## src/rtl/rv32i_pkg.sv

```systemverilog
// Shared RV32I write-back types: load funct3 encodings and the write-back entry record.
package rv32i_pkg;

    localparam logic [2:0] F3_LB  = 3'b000;
    localparam logic [2:0] F3_LH  = 3'b001;
    localparam logic [2:0] F3_LW  = 3'b010;
    localparam logic [2:0] F3_LBU = 3'b100;
    localparam logic [2:0] F3_LHU = 3'b101;

    typedef struct packed {
        logic [4:0]  rd;
        logic [31:0] data;
        logic        is_load;
    } wb_entry_t;

endpackage

```

## src/rtl/writeback_unit_if.sv

```systemverilog
// Write-back stage signal bundle: execute/load handshakes, scoreboard queries, RF write port.
interface writeback_unit_if;

    logic        ex_valid;
    logic        ex_ready;
    logic [4:0]  ex_rd;
    logic [31:0] ex_result;

    logic        ld_valid;
    logic        ld_ready;
    logic [4:0]  ld_rd;
    logic [2:0]  ld_funct3;
    logic [1:0]  ld_byte_off;
    logic [31:0] ld_rdata;

    logic        sb_set;
    logic [4:0]  sb_rd;
    logic        sb_busy;
    logic [4:0]  rs1_addr;
    logic [4:0]  rs2_addr;
    logic        rs1_hazard;
    logic        rs2_hazard;

    logic        rf_we;
    logic [4:0]  rf_waddr;
    logic [31:0] rf_wdata;

    modport master (
        output ex_valid, ex_rd, ex_result,
        output ld_valid, ld_rd, ld_funct3, ld_byte_off, ld_rdata,
        output sb_set, sb_rd, rs1_addr, rs2_addr,
        input  ex_ready, ld_ready, sb_busy, rs1_hazard, rs2_hazard,
        input  rf_we, rf_waddr, rf_wdata
    );

    modport slave (
        input  ex_valid, ex_rd, ex_result,
        input  ld_valid, ld_rd, ld_funct3, ld_byte_off, ld_rdata,
        input  sb_set, sb_rd, rs1_addr, rs2_addr,
        output ex_ready, ld_ready, sb_busy, rs1_hazard, rs2_hazard,
        output rf_we, rf_waddr, rf_wdata
    );

endinterface

```

## src/rtl/load_align.sv

```systemverilog
// Picks the addressed byte/half out of a load word and sign- or zero-extends it.
module load_align
    import rv32i_pkg::*;
(
    input  logic [2:0]  funct3,
    input  logic [1:0]  byte_off,
    input  logic [31:0] rdata,
    output logic [31:0] data
);

    logic [7:0]  sel_byte;
    logic [15:0] sel_half;

    always_comb begin
        sel_byte = rdata[7:0];
        case (byte_off)
            2'd0: sel_byte = rdata[7:0];
            2'd1: sel_byte = rdata[15:8];
            2'd2: sel_byte = rdata[23:16];
            2'd3: sel_byte = rdata[31:24];
            default: sel_byte = rdata[7:0];
        endcase
        // Halfword accesses only look at the upper offset bit; misalignment is not trapped here.
        sel_half = byte_off[1] ? rdata[31:16] : rdata[15:0];

        case (funct3)
            F3_LB:   data = {{24{sel_byte[7]}}, sel_byte};
            F3_LBU:  data = {24'b0, sel_byte};
            F3_LH:   data = {{16{sel_half[15]}}, sel_half};
            F3_LHU:  data = {16'b0, sel_half};
            default: data = rdata;
        endcase
    end

endmodule

```

## src/rtl/writeback_unit.sv

```systemverilog
// Write-back stage: arbitrates execute results against buffered load responses into the
// registered RF write port and tracks pending loads per register for decode stalls.
module writeback_unit
    import rv32i_pkg::*;
#(
    parameter int FIFO_DEPTH = 2,
    parameter int SB_CNT_W   = 2
) (
    input  logic             clk,
    input  logic             rst,
    writeback_unit_if.slave  wb
);

    localparam int AW = $clog2(FIFO_DEPTH);
    localparam logic [SB_CNT_W-1:0] SB_MAX = '1;

    wb_entry_t             fifo_mem [FIFO_DEPTH];
    logic [AW-1:0]         wr_ptr;
    logic [AW-1:0]         rd_ptr;
    logic [AW:0]           fifo_cnt;
    logic                  full;
    logic                  empty;
    logic                  ex_fire;
    logic                  ld_fire;
    logic                  deq;
    logic [31:0]           ld_data;
    wb_entry_t             win;
    logic                  win_valid;
    logic                  rf_is_load;
    logic [SB_CNT_W-1:0]   sb_cnt [32];
    logic                  sb_inc;
    logic                  sb_dec;
    logic [31:0]           inc_vec;
    logic [31:0]           dec_vec;

    load_align u_load_align (
        .funct3   (wb.ld_funct3),
        .byte_off (wb.ld_byte_off),
        .rdata    (wb.ld_rdata),
        .data     (ld_data)
    );

    assign full  = (fifo_cnt == (AW+1)'(FIFO_DEPTH));
    assign empty = (fifo_cnt == '0);

    assign wb.ex_ready = !full && !rst;
    assign wb.ld_ready = !full && !rst;

    assign ex_fire = wb.ex_valid && wb.ex_ready;
    assign ld_fire = wb.ld_valid && wb.ld_ready;
    // A full buffer blocks execute, so the head drains whenever execute is not taking the port.
    assign deq     = !empty && !ex_fire;

    always_comb begin
        win       = '0;
        win_valid = 1'b0;
        if (ex_fire) begin
            win       = '{rd: wb.ex_rd, data: wb.ex_result, is_load: 1'b0};
            win_valid = 1'b1;
        end else if (deq) begin
            win       = fifo_mem[rd_ptr];
            win_valid = 1'b1;
        end
    end

    always_ff @(posedge clk) begin
        if (rst) begin
            wr_ptr   <= '0;
            rd_ptr   <= '0;
            fifo_cnt <= '0;
        end else begin
            if (ld_fire) begin
                fifo_mem[wr_ptr] <= '{rd: wb.ld_rd, data: ld_data, is_load: 1'b1};
                wr_ptr           <= wr_ptr + 1'b1;
            end
            if (deq) begin
                rd_ptr <= rd_ptr + 1'b1;
            end
            if (ld_fire && !deq) begin
                fifo_cnt <= fifo_cnt + 1'b1;
            end else if (!ld_fire && deq) begin
                fifo_cnt <= fifo_cnt - 1'b1;
            end
        end
    end

    always_ff @(posedge clk) begin
        if (rst) begin
            wb.rf_we    <= 1'b0;
            wb.rf_waddr <= '0;
            wb.rf_wdata <= '0;
            rf_is_load  <= 1'b0;
        end else begin
            wb.rf_we <= win_valid && (win.rd != 5'd0);
            if (win_valid) begin
                wb.rf_waddr <= win.rd;
                wb.rf_wdata <= win.data;
                rf_is_load  <= win.is_load;
            end
        end
    end

    assign wb.sb_busy = (sb_cnt[wb.sb_rd] == SB_MAX);
    assign sb_inc     = wb.sb_set && !wb.sb_busy && (wb.sb_rd != 5'd0);
    // The count drops when the register file actually commits the load, not when it is presented.
    assign sb_dec     = wb.rf_we && rf_is_load;

    always_comb begin
        inc_vec = '0;
        dec_vec = '0;
        if (sb_inc) inc_vec[wb.sb_rd]    = 1'b1;
        if (sb_dec) dec_vec[wb.rf_waddr] = 1'b1;
    end

    always_ff @(posedge clk) begin
        for (int i = 0; i < 32; i++) begin
            if (rst) begin
                sb_cnt[i] <= '0;
            end else if (inc_vec[i] && !dec_vec[i]) begin
                sb_cnt[i] <= sb_cnt[i] + 1'b1;
            end else if (dec_vec[i] && !inc_vec[i] && (sb_cnt[i] != '0)) begin
                sb_cnt[i] <= sb_cnt[i] - 1'b1;
            end
        end
    end

    assign wb.rs1_hazard = (wb.rs1_addr != 5'd0) && (sb_cnt[wb.rs1_addr] != '0);
    assign wb.rs2_hazard = (wb.rs2_addr != 5'd0) && (sb_cnt[wb.rs2_addr] != '0);

endmodule
```

## src/flat_wrapper.sv

```systemverilog
// flat-port wrapper written by rule: the top's interface ports become plain ports
module writeback_unit_flat import rv32i_pkg::*;
#(
    parameter int FIFO_DEPTH = 2,
    parameter int SB_CNT_W   = 2
)
  (clk, rst, wb_ex_valid, wb_ex_rd, wb_ex_result, wb_ld_valid, wb_ld_rd, wb_ld_funct3, wb_ld_byte_off, wb_ld_rdata, wb_sb_set, wb_sb_rd, wb_rs1_addr, wb_rs2_addr, wb_ex_ready, wb_ld_ready, wb_sb_busy, wb_rs1_hazard, wb_rs2_hazard, wb_rf_we, wb_rf_waddr, wb_rf_wdata);
  writeback_unit_if wb_i ();
  input  logic clk;
  input  logic rst;
  input wire logic [$bits(wb_i.ex_valid)-1:0] wb_ex_valid;
  input wire logic [$bits(wb_i.ex_rd)-1:0] wb_ex_rd;
  input wire logic [$bits(wb_i.ex_result)-1:0] wb_ex_result;
  input wire logic [$bits(wb_i.ld_valid)-1:0] wb_ld_valid;
  input wire logic [$bits(wb_i.ld_rd)-1:0] wb_ld_rd;
  input wire logic [$bits(wb_i.ld_funct3)-1:0] wb_ld_funct3;
  input wire logic [$bits(wb_i.ld_byte_off)-1:0] wb_ld_byte_off;
  input wire logic [$bits(wb_i.ld_rdata)-1:0] wb_ld_rdata;
  input wire logic [$bits(wb_i.sb_set)-1:0] wb_sb_set;
  input wire logic [$bits(wb_i.sb_rd)-1:0] wb_sb_rd;
  input wire logic [$bits(wb_i.rs1_addr)-1:0] wb_rs1_addr;
  input wire logic [$bits(wb_i.rs2_addr)-1:0] wb_rs2_addr;
  output wire logic [$bits(wb_i.ex_ready)-1:0] wb_ex_ready;
  output wire logic [$bits(wb_i.ld_ready)-1:0] wb_ld_ready;
  output wire logic [$bits(wb_i.sb_busy)-1:0] wb_sb_busy;
  output wire logic [$bits(wb_i.rs1_hazard)-1:0] wb_rs1_hazard;
  output wire logic [$bits(wb_i.rs2_hazard)-1:0] wb_rs2_hazard;
  output wire logic [$bits(wb_i.rf_we)-1:0] wb_rf_we;
  output wire logic [$bits(wb_i.rf_waddr)-1:0] wb_rf_waddr;
  output wire logic [$bits(wb_i.rf_wdata)-1:0] wb_rf_wdata;
  assign wb_i.ex_valid = wb_ex_valid;
  assign wb_i.ex_rd = wb_ex_rd;
  assign wb_i.ex_result = wb_ex_result;
  assign wb_i.ld_valid = wb_ld_valid;
  assign wb_i.ld_rd = wb_ld_rd;
  assign wb_i.ld_funct3 = wb_ld_funct3;
  assign wb_i.ld_byte_off = wb_ld_byte_off;
  assign wb_i.ld_rdata = wb_ld_rdata;
  assign wb_i.sb_set = wb_sb_set;
  assign wb_i.sb_rd = wb_sb_rd;
  assign wb_i.rs1_addr = wb_rs1_addr;
  assign wb_i.rs2_addr = wb_rs2_addr;
  assign wb_ex_ready = wb_i.ex_ready;
  assign wb_ld_ready = wb_i.ld_ready;
  assign wb_sb_busy = wb_i.sb_busy;
  assign wb_rs1_hazard = wb_i.rs1_hazard;
  assign wb_rs2_hazard = wb_i.rs2_hazard;
  assign wb_rf_we = wb_i.rf_we;
  assign wb_rf_waddr = wb_i.rf_waddr;
  assign wb_rf_wdata = wb_i.rf_wdata;
  writeback_unit #(.FIFO_DEPTH(FIFO_DEPTH), .SB_CNT_W(SB_CNT_W)) u_core (.clk(clk), .rst(rst), .wb(wb_i));
endmodule
```

## config.mk

```make
export PLATFORM = sky130hd
export DESIGN_NAME = writeback_unit_flat
export DESIGN_NICKNAME = d
export VERILOG_FILES = /design/src/rtl/rv32i_pkg.sv /design/src/rtl/writeback_unit_if.sv /design/src/rtl/load_align.sv /design/src/rtl/writeback_unit.sv /design/src/flat_wrapper.sv
export SDC_FILE = /design/constraint.sdc
export NUM_CORES = 1
export LEC_CHECK = 0
export ABC_AREA = 1
export BUFFER_PORTS_ARGS = -buffer_cell sky130_fd_sc_hd__buf_2
export CORE_ASPECT_RATIO = 0.9
export CORE_MARGIN = 5
export CORE_UTILIZATION = 40
export DETAILED_ROUTE_END_ITERATION = 7
export GPL_TIMING_DRIVEN = 0
export PLACE_DENSITY_LB_ADDON = 0.05
export SLEW_MARGIN = 20
export SYNTH_ARGS = -nofsm -noshare
export SYNTH_HDL_FRONTEND = slang
export SYNTH_SLANG_ARGS = --single-unit
```

## constraint.sdc

```tcl
create_clock -name clk -period 3.1 [get_ports clk]
set_input_delay 0.31 -clock clk [delete_from_list [all_inputs] [get_ports clk]]
set_output_delay 0.31 -clock clk [all_outputs]
set_load 0.005 [all_outputs]
```

==> impl_metrics.ini <==
[sta]
hold_viol = 0
worst_pin_slew_ps = 1116
grt_setup_unrepaired = false
skew_ps = 14.68
finalCritPeriodShare = 0.9521
fin_crit_ps = 2951
setup_violations = 0
max_clock_freq_mhz = 338.8
slew-limit-headroom = 0.2504
slew_viol_final = 0
setup_slack_ps = 148.6

[global_routing]
grt_max_degree = 23
grt_pass1_wl_mm = 60.88
antenna_found_initial = 0
grt-ovfl-total = 0
track_usage = 0.2469
grt_pass1_vias = 10910

[layout]
final_area_sq_mm = 0.01314
fin_nets = 1828
ff_latch_area_sq_mm = 0.005025
n_antenna_cell = 0
final_layout_size_suffix_gt1_frac = 0.1257
multi_input_area_sq_mm = 0.005099
instances_no_fill = 2070
nFillCells = 2878
area_growth_pct = 16.13

[setup_path]
cp.required_ps = 2790
reg2reg_to = u_core.sb_cnt[8][1]
cp-start-kind = primary input
r2r_cells = 9
crit_path_max_incr_delay_ps = 460
cp.arrival_ps = 2640
slowest_stage = clkbuf_1
crit_fanout = 10
crit_path_end_kind = primary output
rr_startpoint = u_core.wb.rf_we
crit_chain = clkbuf_1, inv_1, nor2_1, inv_1, o311ai_0, nand3_1, nand2_1, nand2_1, buf_2
ff2ff_setup_slack_ps = 410
critical_path_class = in -> out

[synthesis]
syn_inst = 1537
synth_edf_count = 138
yosysTopAreaCell = edfxtp_1
synth.area.top_cells = edfxtp_1 37%, nand2_1 13%, dfxtp_1 7.8%, inv_1 7.7%, nor2_1 6.6%
synth_area_sq_mm = 0.01132
synth-seq-cells = 182
yosysSeqAreaShare = 0.4440
synthTopCellsByCount = 390 x nand2_1, 233 x inv_1, 199 x nor2_1
avgSynthCellArea_sq_um = 7.364
synthDominantCellAreaShare = 0.3661
synth_nets = 1668
synth-main-ff-cell = edfxtp_1
synth-async-reset-ratio = 0
yosysMostFrequentCell = nand2_1
yosysWarnings = 0
synth.distinct_cells = 35

[detailed_routing]
routed_via_density = 5.347
ant_nets = 0
wl_mm = 39.69
wire_per_inst_um = 19.17
dr.pass1.iters = 7
vias = 11070
drcViolationCount = 0
drt-initial-drc-count = 968

[clock_network]
cts.path.max_buffers = 2
clk_latency_ps = 450
cts.clk_slew.worst_paths_ps = 80
post-cts-setup-buffer-count = 0
ctsHoldBuffers = 0
cts_made_buffers = 17
post_cts_resize_count = 0
cts_tree = built
cts.htree.levels = 4
root_buffer = clkbuf_16
clock-sinks = 182

[job]
max_cap_violations = 0

[placement]
placed_area_sq_mm = 0.01253
place_worst_setup_slack_ps = 196.4
dp_hpwl_mm = 30.04
dp_cells = 2038
port_buffers = 139
gp_congestion = 0.9589

[power_and_ir_drop]
p_total_uw = 7294
p_leak_uw = 0.005878
power_density_mw_per_mm2 = 554.9
ir_drop_v = 0.0004129

[worst_hold_path]
hold_depth = 1
hp-start = wb_ld_rd[4]
hp-class = in -> reg
whs_endpoint = u_core.fifo_mem[0][36]

[floorplan]
core_area_sq_mm = 0.02794
ioPinCount = 142
die-area_sq_mm = 0.03176
die_w_um = 187.3
die_h_um = 169.6
rows = 58
start_util = 0.4051

[run_status]
status = completed
==> layout by cell type, fill, tap and decap left out, types with 2 or more instances in the layout <==
| cell | count |
|---|---|
| a221oi_1 | 7 |
| buf_4 | 6 |
| o21ai_1 | 4 |
| or2_2 | 14 |
| o221ai_1 | 2 |
| dfxtp_1 | 44 |
| o311ai_0 | 9 |
| o2111ai_1 | 5 |
| buf_6 | 5 |
| clkinv_1 | 2 |
| inv_6 | 4 |
| buf_2 | 152 |
| clkinv_4 | 2 |
| clkbuf_1 | 39 |
| nor2_4 | 2 |
| inv_8 | 3 |
| nand3_1 | 106 |
| ha_1 | 32 |
| clkinv_8 | 2 |
| or2_1 | 3 |
| buf_1 | 4 |
| a31oi_1 | 38 |
| nor2_1 | 197 |
| nand4_1 | 30 |
| nand3b_1 | 4 |
| o211ai_1 | 32 |
| o41ai_1 | 2 |
| a21oi_1 | 30 |
| o22ai_1 | 2 |
| clkbuf_16 | 18 |
| nand2_1 | 390 |
| inv_1 | 233 |
| o21ai_0 | 90 |
| nor3_1 | 49 |
| edfxtp_1 | 138 |
==> report_power, final <==
part | internal, uW | total (uW) | switching [uW]
clock network | 1220 | 2310 | 1080
registers | 2930 | 3090 | 167
logic | 595 | 1890 | 1300
==> stage by stage <==
| stage | hold WS, ps | utilization | setup TNS, ps |
|---|---|---|---|
| floorplan | 408.9 | - | 0 |
| global placement | 438.8 | 0.4461 | -70300 |
| detailed placement | 442.6 | 0.4484 | 0 |
| CTS | 35.10 | 0.4704 | 0 |
| global route | 34.71 | 0.4704 | 0 |
| finish | 43.03 | 0.4704 | 0 |
==> final cells by class <==
| type | instances | area share |
|---|---|---|
| flip-flops and latches | 182 | 0.3823 |
| clock inverters | 12 | 0.01133 |
| clock buffers | 20 | 0.03560 |
| repair buffers | 141 | 0.05654 |
| inverters | 236 | 0.06740 |
| plain buffers | 66 | 0.02465 |
| multi-input cells | 1053 | 0.3879 |
| well taps | 360 | 0.03427 |
==> worst max-delay path, delay by kind of cell <==
kind	cells	cell delay, ps
simple gates	4	760
buf+inv	4	1200
compound gates	1	370
==> cell families (layout without fill, tap and decap cells) <==
group / Yosys count / count (layout) / synth area share
simple gates: 797 / 797 / 0.2936
buf+inv: 302 / 475 / 0.1069
compound gates: 223 / 223 / 0.1192
flops: 182 / 182 / 0.4440
fa+ha+maj: 32 / 32 / 0.03537
mux: 1 / 1 / 0.0009948
==> per-layer routing <==
metal,global-route usage,part of all wire,vias up
met4,0.1019,0.037,0
li1,-,-,5425
met5,0,0,-
met3,0.03949,0.065,102
met1,0.3161,0.43,5091
met2,0.4200,0.47,451
==> how the worst max path moves through the flow <==
stage,startpoint,to,slack (ps),cells after the start
final,wb_rs1_addr[1],wb_rs1_hazard,150,9
after global routing,wb_rs1_addr[1],wb_rs1_hazard,110,9
after CTS,wb_rs1_addr[1],wb_rs1_hazard,340,9
after detailed placement,rst,u_core.wb.rf_wdata[27],200,6
after global placement,rst,u_core.fifo_mem[1][3],-970,6
after floorplan,rst,u_core.fifo_mem[0][0],390,5
==> registers in the layout (all words and copies together) (netlist names), named ones only <==
signal and count:
u_core.rf_is_load 1, u_core.wb.rf_we 1, u_core.fifo_cnt 2, u_core.wb.rf_wdata 32, u_core.rd_ptr 1, u_core.wr_ptr 1, u_core.sb_cnt 64, u_core.fifo_mem 74
u_core.wb.rf_waddr 5
Note: power is estimated with default switching activity, not from simulation.
